==> config.mk <==
export PLATFORM = sky130hd
export DESIGN_NAME = serial_subtractor
export DESIGN_NICKNAME = d
export VERILOG_FILES = /design/src/rtl/serial_pkg.sv /design/src/rtl/full_subtractor.sv /design/src/rtl/serial_subtractor.sv
export SDC_FILE = /design/constraint.sdc
export NUM_CORES = 1
export LEC_CHECK = 0
export ABC_AREA = 1
export CAP_MARGIN = 20
export CORE_MARGIN = 5
export CORE_UTILIZATION = 50
export CTS_CLUSTER_DIAMETER = 50
export DETAILED_ROUTE_END_ITERATION = 8
export PLACE_DENSITY = 0.85
export SKIP_CTS_REPAIR_TIMING = 1
export SLEW_MARGIN = 20
export SYNTH_ARGS = -nofsm -noshare
export SYNTH_HDL_FRONTEND = slang
export SYNTH_HIERARCHICAL = 1
export SYNTH_SLANG_ARGS = --single-unit
==> constraint.sdc <==
create_clock -name clock -period 1.6 [get_ports clock]
set_clock_uncertainty 0.15 [all_clocks]
set_input_delay 0.16 -clock clock [delete_from_list [all_inputs] [get_ports clock]]
set_output_delay 0.16 -clock clock [all_outputs]
set_load 0.01 [all_outputs]
==> src/rtl/serial_pkg.sv <==
// Shared definitions for the bit-serial subtractor: FSM encoding and default width.
package serial_pkg;

   localparam int unsigned DEFAULT_WIDTH = 8;

   localparam logic [1:0] ST_IDLE  = 2'd0;
   localparam logic [1:0] ST_SHIFT = 2'd1;
   localparam logic [1:0] ST_DONE  = 2'd2;

endpackage

==> src/rtl/full_subtractor.sv <==
// One-bit full subtractor: x - y - z, producing difference and borrow-out.
module full_subtractor (
   input  logic x,
   input  logic y,
   input  logic z,
   output logic difference,
   output logic borrow
);

   assign difference = x ^ y ^ z;
   assign borrow     = (~x & y) | (~(x ^ y) & z);

endmodule

==> src/rtl/serial_subtractor.sv <==
// Bit-serial unsigned subtractor: computes (a - b) mod 2^WIDTH one bit per cycle, LSB first.
module serial_subtractor
   import serial_pkg::*;
#(
   parameter int unsigned WIDTH = DEFAULT_WIDTH
) (
   input  logic             clock,
   input  logic             reset,
   input  logic             start,
   input  logic [WIDTH-1:0] a,
   input  logic [WIDTH-1:0] b,
   output logic             busy,
   output logic             done,
   output logic [WIDTH-1:0] difference,
   output logic             borrow
);

   localparam int unsigned CW = $clog2(WIDTH + 1);

   logic [1:0]       r_state;
   logic [1:0]       w_state_nx;
   logic [WIDTH-1:0] r_a_sr;
   logic [WIDTH-1:0] r_b_sr;
   logic [WIDTH-2:0] r_res;
   logic [CW-1:0]    r_cnt;
   logic             r_bw;
   logic             r_busy;
   logic             r_done;
   logic [WIDTH-1:0] r_diff;
   logic             r_borrow;
   logic             w_dbit;
   logic             w_bout;
   logic             w_last;
   logic [WIDTH-1:0] w_cat;

   full_subtractor u_fs (
      .x          (r_a_sr[0]),
      .y          (r_b_sr[0]),
      .z          (r_bw),
      .difference (w_dbit),
      .borrow     (w_bout)
   );

   assign w_last = (r_cnt == CW'(WIDTH - 1));
   // New difference bit enters at the MSB; after WIDTH shifts bit 0 sits at the LSB.
   assign w_cat  = {w_dbit, r_res};

   always_ff @(posedge clock or posedge reset) begin
      if (reset) r_state <= ST_IDLE;
      else       r_state <= w_state_nx;
   end

   always_comb begin
      w_state_nx = r_state;
      case (r_state)
         ST_IDLE:  if (start)  w_state_nx = ST_SHIFT;
         ST_SHIFT: if (w_last) w_state_nx = ST_DONE;
         ST_DONE:  w_state_nx = ST_IDLE;
         default:  w_state_nx = ST_IDLE;
      endcase
   end

   always_ff @(posedge clock or posedge reset) begin
      if (reset) begin
         r_a_sr   <= '0;
         r_b_sr   <= '0;
         r_res    <= '0;
         r_cnt    <= '0;
         r_bw     <= 1'b0;
         r_busy   <= 1'b0;
         r_done   <= 1'b0;
         r_diff   <= '0;
         r_borrow <= 1'b0;
      end else begin
         r_busy <= (w_state_nx == ST_SHIFT);
         r_done <= (r_state == ST_SHIFT) && w_last;
         case (r_state)
            ST_IDLE: begin
               if (start) begin
                  r_a_sr <= a;
                  r_b_sr <= b;
                  r_res  <= '0;
                  r_bw   <= 1'b0;
                  r_cnt  <= '0;
               end
            end
            ST_SHIFT: begin
               r_a_sr <= r_a_sr >> 1;
               r_b_sr <= r_b_sr >> 1;
               r_res  <= w_cat[WIDTH-1:1];
               r_bw   <= w_bout;
               r_cnt  <= r_cnt + CW'(1);
               if (w_last) begin
                  r_diff   <= w_cat;
                  r_borrow <= w_bout;
               end
            end
            default: ;
         endcase
      end
   end

   assign busy       = r_busy;
   assign done       = r_done;
   assign difference = r_diff;
   assign borrow     = r_borrow;

endmodule

== After elaboration in Yosys (flattened, before gate mapping) ==
Cells that the tools add are included.
Cells by class
  add/sub/neg operators: 1
  eq/ne operators: 4
  mux-type cells: 13
  bitwise gates (word level): 7
  reductions and logical operators: 5
Operator list (count)
  one-hot mux 8 bit (2 select lines): 2
  2-to-1 mux 8 bit: 2
  one-hot mux 7 bit (2 select lines): 1
  one-hot mux 4 bit (2 select lines): 1
  2-to-1 mux 7 bit: 1
  adder 4 x 1 -> 4 bit (second input constant): 1
  == test 2 x 1 -> 1 bit (second input constant): 2
  == test 4 x 3 -> 1 bit (second input constant): 1
  2-to-1 mux 2 bit: 2
  2-to-1 mux 4 bit: 1
  one-hot mux 2 bit (2 select lines): 1
  AND reduction 2 bit: 2
  AND 1 bit: 2
  logical NOT 2 bit: 1
  != test 2 bit (second input constant): 1
  NOT 1 bit: 2
  one-hot mux 1 bit (2 select lines): 1
  nonzero test 2 bit: 1
  bitwise XOR 1 bit: 2
  logical AND 1 bit: 1
  2-to-1 mux 1 bit: 1
  OR 1 bit: 1
Word-level totals
  bits in registers: 41
  bits of input ports: 19
  output and inout bits: 11
  word-level logic and storage cells: 40

== Longest topological paths before layout ==
Gate-level depths: netlist (run 1).
  word-level depth: 5
  mapped depth: 6
  mapped depth without buffers: 6

== Hierarchy ==
Netlist (run 1), hierarchy kept.
Modules (own cells, without submodules)
  serial_subtractor: instances 1, cells an instance 189, area each 1722.9 um2, sequential area each 1026.0 um2
  full_subtractor: instances 1, cells an instance 4, area each 31.3 um2, sequential area each 0.0 um2

== Least setup slack after synthesis (run 1) ==
OpenSTA, ideal clock, no wires.
  path type: register -> register
  start point: register r_cnt[0]
  end point: register r_diff[7], in the netlist difference[7]
  library setup time: 0.117 ns
  arrival time: 1.011 ns
  data required time: 1.333 ns
  slack: 0.322 ns
  cell stages (with the launch flop): 7
  path buffers: 0
  period minus slack after synthesis: 1.278 ns
  cells stage by stage: dfrtp_1 -> ha_1 -> nand2_1 -> nor2_2 -> nand2_2 -> nand2_1 -> nand2_1
Between the ends
  longest elaborated chain between the ends: 2
RTL lines
  start, declared: RTL line serial_subtractor.sv:25  | logic [CW-1:0] r_cnt;
  start signal, assigned: RTL line serial_subtractor.sv:92  | r_cnt <= r_cnt + CW'(1);
  == test 4 x 3 -> 1 bit: RTL line serial_subtractor.sv:44  | assign w_last = (r_cnt == CW'(WIDTH - 1));
  AND reduction 2 bit (no source line)
  end signal, assigned: RTL line serial_subtractor.sv:94  | r_diff <= w_cat;
  end, declared: RTL line serial_subtractor.sv:29  | logic [WIDTH-1:0] r_diff;
Every way passes these cells.
A chain may end at the register's enable or synchronous reset.

== Worst setup path after layout (run 1) ==
  start point: register r_diff[2], in the netlist difference[2]
  end point: output port difference[2]
RTL lines
  end, declared: RTL line serial_subtractor.sv:14  | output logic [WIDTH-1:0] difference,
No word-level cell between the ends.

==> results of run 1 <==
-- Yosys cell counts (all sizes together) --
| library cell | number |
|---|---|
| nand2 | 74 |
| nor2 | 6 |
| nand4 | 1 |
| clkinv | 1 |
| o21ai | 3 |
| o21bai | 2 |
| ha | 1 |
| fa | 1 |
| dfrtp | 41 |
| o22ai | 4 |
| inv | 11 |
| a21oi | 1 |
| buf | 8 |
| nand3 | 39 |
-- sequential cells by signal (all words and copies together) (netlist names), 2 cells and up --
signal / flops
r_res: 7
difference: 8
r_cnt: 4
r_b_sr: 8
r_a_sr: 8
r_state: 2
-- per-stage QoR --
step                total power [uW]  area [um^2]  hold slack [ps]  cells  setup slack [ps]
floorplan                       2771         1754            119.6    193             322.4
global placement                3220         2101            298.4    266             158.4
detailed placement              3303         2101            304.7    266             123.3
CTS                             3992         2186            12.47    274             21.19
global route                    4326         2217            12.71    276             1.897
finish                          4014         2217            1.506    276             37.69
-- tightest hold or removal path, stage by stage --
cell	delay, ps
clkdlybuf4s50_1	390
inv_1	90
buf_12	230
-- per-layer routing --
metal / vias up / GRT usage, % / part of all wire [%]
met5: - / 0 / 0
met4: 0 / 5.206 / 1.4
met3: 6 / 3.623 / 5.5
met2: 35 / 24.47 / 48
met1: 673 / 18.36 / 45
li1: 697 / - / -
-- cells by family after synthesis --
| kind of cell | count (synthesis) | synth area share [%] |
|---|---|---|
| simple gates | 120 | 30.03 |
| flops | 41 | 58.49 |
| compound gates | 10 | 3.637 |
| fa+ha+maj | 2 | 1.854 |
| buf+inv | 20 | 5.991 |
-- power by group through the flow --
stage               clock network (uW)  registers (uW)  logic [uW]
CTS                                703            1750        1540
detailed placement                   0            1770        1530
global route                       751            1820        1760
global placement                     0            1750        1470
finish                             700            1750        1560
floorplan                            0            1780         989
-- how the worst min path moves through the flow --
stage / startpoint / to / slack, ps / depth (start not counted)
final: reset / difference[2] / 2 / 3
after global routing: reset / r_state[0] / 10 / 3
after CTS: reset / r_state[0] / 10 / 3
after detailed placement: r_res[1] / difference[1] / 300 / 2
after global placement: r_res[2] / difference[2] / 300 / 2
after floorplan: a[7] / r_a_sr[7] / 120 / 2
-- cell usage in the layout (no fill, tap or decap), types with 2 or more instances in the layout --
cell type / Yosys / routed
buf_4: 0 / 7
o22ai_1: 4 / 4
o21ai_0: 2 / 2
o21bai_1: 2 / 2
nor2_1: 3 / 3
nor2_4: 2 / 2
dlymetal6s2s_1: 0 / 2
nand3_1: 39 / 39
nand2_1: 71 / 71
dfrtp_1: 41 / 40
nand2_4: 0 / 2
inv_1: 10 / 10
clkdlybuf4s50_1: 0 / 27
clkbuf_4: 0 / 5
-- layout make-up --
type                            instances  area share, %
Inverter                               12          2.088
Sequential cell                        41          46.33
Clock buffer                            7          2.483
Clock inverter                          1          1.354
Multi-Input combinational cell        132          28.56
Timing Repair Buffer                   37          16.59
Tap cell                               46          2.596
==> qor.yml, run 1 <==
status:
  status: "completed"
drt:
  drt-pass1-iter-count: 4
  postRouteAntennaNets: 0
  drc: 0
  vias_per_cell: 5.112
  wl_per_cell_um: 12.14
  vias: 1411
  drtIter0Drc: 118
  routed_wl_um: 3351
sta:
  maxSlewHeadroom_pct: 74.02
  rsz0062_at_grt: "no"
  tns_ps: 0
  finalCriticalPeriod_ps: 1562
  finalSetupViolCount: 0
  worst_pin_slew_ps: 388.7
  finalHoldViolations: 0
  fmax_mhz: 640.1
  drv_slew: 0
  finalCritPeriodShare_pct: 97.64
critical_path:
  r2r_cells: 4
  setup.worst_path.class: "reg -> out"
  crit_start: "difference[2]"
  cp.arrival_ps: 1250
  cpMaxStageDelayCell: "clkdlybuf4s50_1"
  crit_end: "difference[2]"
  timing.rr.start: "r_state[0]"
  crit_path_start_kind: "flip-flop"
  crit_family: "buffers and inverters"
  crit_buf_inv: 1
  cp.depth: 1
  crit_chain: "clkdlybuf4s50_1"
  cp.required_ps: 1290
  reg2reg_slack_ps: 180
  end_kind: "output pin"
  path_max_fanout: 2
  rr_endpoint: "r_res[5]"
  cpPeakStageDelay_ps: 540
die:
  coreArea_um2: 3363
  die_w_um: 69.23
  die-area_um2: 4793
  die_h_um: 69.23
  rows: 21
  initial_core_util_pct: 52.16
  num_io_pins: 30
power_and_ir_drop:
  p_int_uw: 2566
  p_sw_uw: 1448
  seq_power_share_pct: 43.7
  switching_share_pct: 36.07
  power.density_nw_per_um2: 1811
  leakagePower_uw: 0.001094
  ir_worst_vdd_mv: 0.7122
  combinationalPowerShare_pct: 38.9
  clkPwrFrac_pct: 17.4
cts:
  clkLatencyLatePin_ps: 350
  h-tree-depth: 2
  cts_tree: "yes"
  cts.sinks: 41
  root_buffer: "clkbuf_4"
  cts_inserted_buffers: 5
  clk_path_buf_depth: 2
  clk_pin_slew_ps: 110
logic_synthesis:
  ys_types: 20
  synth_top_cell_by_area: "dfrtp_1"
  synth-seq-area-share_pct: 58.49
  synth_area_per_cell_um2: 9.089
  syn_inst: 193
  synth_top_area_share_pct: 58.49
  synth_seq_cells: 41
  syn_nets: 214
  yosys_warnings: 6
  synthTopCellsByArea: "dfrtp_1 58%, nand2_1 15%, nand3_1 11%"
  mappedNetlistArea_um2: 1754
layout:
  nFillCells: 305
  nets: 250
  utilization_pct: 65.92
  multi_input_area_um2: 633.1
  drive_above_1_share_pct: 10.87
  num_antenna_cells: 0
  seqCellArea_um2: 1027
  area_delta_synth_final_pct: 26.39
grt:
  overflow: 0
  grt_pass1_wl_um: 5747
  grt_pass1_vias: 1305
  grt_usage_pct: 14.63
  antenna_found_initial: 0
  grt_max_degree: 42
placement:
  finalWeightedCongestion: 0.7758
  dpl.hpwl_um: 2342
  io_buffer_count: 29
run:
  drv_cap: 0
hold_path:
  hold_path.class: "in -> async"
No activity file was read; power rests on OpenSTA's default activity.
==> inputs of run 2 (changes only) <==
Settings changed: CORE_ASPECT_RATIO from default to 0.9.
==> run 2 against run 1 <==
Against the previous run:
- sequential share of layout area rose by 0.79 points
- combinational power fell by 3%
- clock power decreased by 4.3%
- global-route usage is 1.1 points higher
- non-clock buffer count is 3 lower
- largest cell class unchanged
- routed wire length fell by 3.0%
- register-to-register slack about the same
==> qor.yml, run 2 (synthesis results as in run 1) <==
sta:
  finalSetupViolCount: 0  # unchanged
  maxSlewHeadroom_pct: 75.04  # was 74.02%
  worst_pin_slew_ps: 373.5  # was 388.7 ps
  finalCritPeriodShare_pct: 92.68  # was 97.64%
  drv_slew: 0  # unchanged
  finalHoldViolations: 0  # unchanged
  finalCriticalPeriod_ps: 1483  # was 1562 ps
  rsz0062_at_grt: "no"  # unchanged
  tns_ps: 0  # unchanged
  fmax_mhz: 674.4  # was 640.1 MHz
placement:
  io_buffer_count: 29  # unchanged
  finalWeightedCongestion: 0.7769  # was 0.7758
  dpl.hpwl_um: 2185  # was 2342 um
drt:
  drt-pass1-iter-count: 4  # unchanged
  postRouteAntennaNets: 0  # unchanged
  drc: 0  # unchanged
  wl_per_cell_um: 12.03  # was 12.14 um
  vias: 1371  # was 1,411
  drtIter0Drc: 80  # was 118
  vias_per_cell: 5.078  # was 5.112
  routed_wl_um: 3249  # was 3351 um
critical_path:
  crit_chain: "clkdlybuf4s50_1"  # unchanged
  cp.required_ps: 1290  # about the same
  path_max_fanout: 2  # unchanged
  rr_endpoint: "r_cnt[2]"  # was r_res[5]
  crit_end: "difference[6]"  # was difference[2]
  cpPeakStageDelay_ps: 530  # was 540 ps
  reg2reg_slack_ps: 170  # was 180 ps
  setup.worst_path.class: "reg -> out"  # unchanged
  r2r_cells: 5  # was 4
  cp.arrival_ps: 1170  # was 1250 ps
  crit_start: "difference[6]"  # was difference[2]
  crit_buf_inv: 1  # unchanged
  timing.rr.start: "r_state[0]"  # unchanged
  crit_family: "buffers and inverters"  # unchanged
  cpMaxStageDelayCell: "clkdlybuf4s50_1"  # unchanged
  cp.depth: 1  # unchanged
  crit_path_start_kind: "flip-flop"  # unchanged
  end_kind: "output pin"  # unchanged
grt:
  overflow: 0  # unchanged
  grt_max_degree: 42  # unchanged
  grt_pass1_wl_um: 5796  # was 5747 um
  grt_pass1_vias: 1368  # was 1,305
  antenna_found_initial: 0  # unchanged
  grt_usage_pct: 15.71  # was 14.63%
status:
  status: "completed"  # unchanged
die:
  coreArea_um2: 3378  # was 3363 um^2
  num_io_pins: 30  # unchanged
  initial_core_util_pct: 51.93  # was 52.16%
  die_h_um: 66.19  # was 69.23 um
  die-area_um2: 4794  # was 4793 um^2
  die_w_um: 72.44  # was 69.23 um
  rows: 20  # was 21
cts:
  clk_pin_slew_ps: 70  # was 110 ps
  cts_inserted_buffers: 5  # unchanged
  cts_tree: "yes"  # unchanged
  cts.sinks: 41  # unchanged
  h-tree-depth: 2  # unchanged
  clkLatencyLatePin_ps: 290  # was 350 ps
  root_buffer: "clkbuf_8"  # was clkbuf_4
  clk_path_buf_depth: 2  # unchanged
layout:
  drive_above_1_share_pct: 8.850  # was 10.87%
  utilization_pct: 64.44  # was 65.92%
  final_common_cell: "nand2_1"  # unchanged
  layout_common_cells: "71 x nand2_1, 41 x dfrtp_1, 39 x nand3_1"  # was 71 x nand2_1, 40 x dfrtp_1, 39 x nand3_1
  area_delta_synth_final_pct: 24.11  # was 26.39%
  nets: 247  # was 250
  num_antenna_cells: 0  # unchanged
power_and_ir_drop:
  ir_worst_vdd_mv: 0.7763  # was 0.7122 mV
  leakagePower_uw: 0.001052  # was 0.001094 uW
  power.density_nw_per_um2: 1806  # was 1811 nW/um^2
hold_path:
  hold_path.class: "in -> async"  # unchanged
run:
  drv_cap: 0  # unchanged
==> run 2: cell count changes in the layout (fill, tap and decap cells not counted), sizes merged <==
cell	change
clkdlybuf4s50	+2
dlymetal6s2s	-2
buf	-3
bufinv	-1
==> run 2: per-layer routing <==
layer	wire length (um)	global-route usage, %	part of all wire (%)
met1	1470	19.28	45
met3	236	4.255	7.3
met4	50	6.221	1.5
met5	0	0	0
met2	1491	26.25	46
==> run 2: cell type report <==
| cell class | instances | area [um^2] |
|---|---|---|
| multi-input cells | 132 | 623.1 |
| repair buffers | 34 | 340.3 |
| well taps | 44 | 55.05 |
| inverters | 12 | 46.29 |
| clock buffers | 7 | 86.33 |
| flip-flops and latches | 41 | 1026 |
| fillers | 284 | 1201 |
==> run 2: report_power, final <==
group	internal (uW)	leakage [uW]	switching (uW)
sequential	1480	0.000523	256
clock	342	0.0000443	328
combinational	679	0.000485	843
total	2500	0.00105	1430
==> run 2: worst min path at each step <==
stage,slack (ps),from,cells after the start,end
3_3_place_gp,300,r_res[2],2,difference[2]
3_5_place_dp,300,r_res[5],2,difference[5]
5_1_grt,110,reset,3,busy
4_1_cts,90,reset,3,r_a_sr[7]
2_1_floorplan,120,a[7],2,r_a_sr[7]
6_report,70,reset,3,r_cnt[2]
==> run 2: through the flow <==
stage	cell area (um^2)	hold WS, ps	total power (uW)	setup slack (ps)	std cells
after floorplan	1754	119.6	2771	322.4	193
after global placement	2091	299.3	3217	149.7	263
after detailed placement	2091	303.9	3303	97.21	263
after CTS	2177	85.98	3971	101.6	270
after global routing	2177	113.7	4265	55.40	270
final	2177	69.45	3931	117.1	270
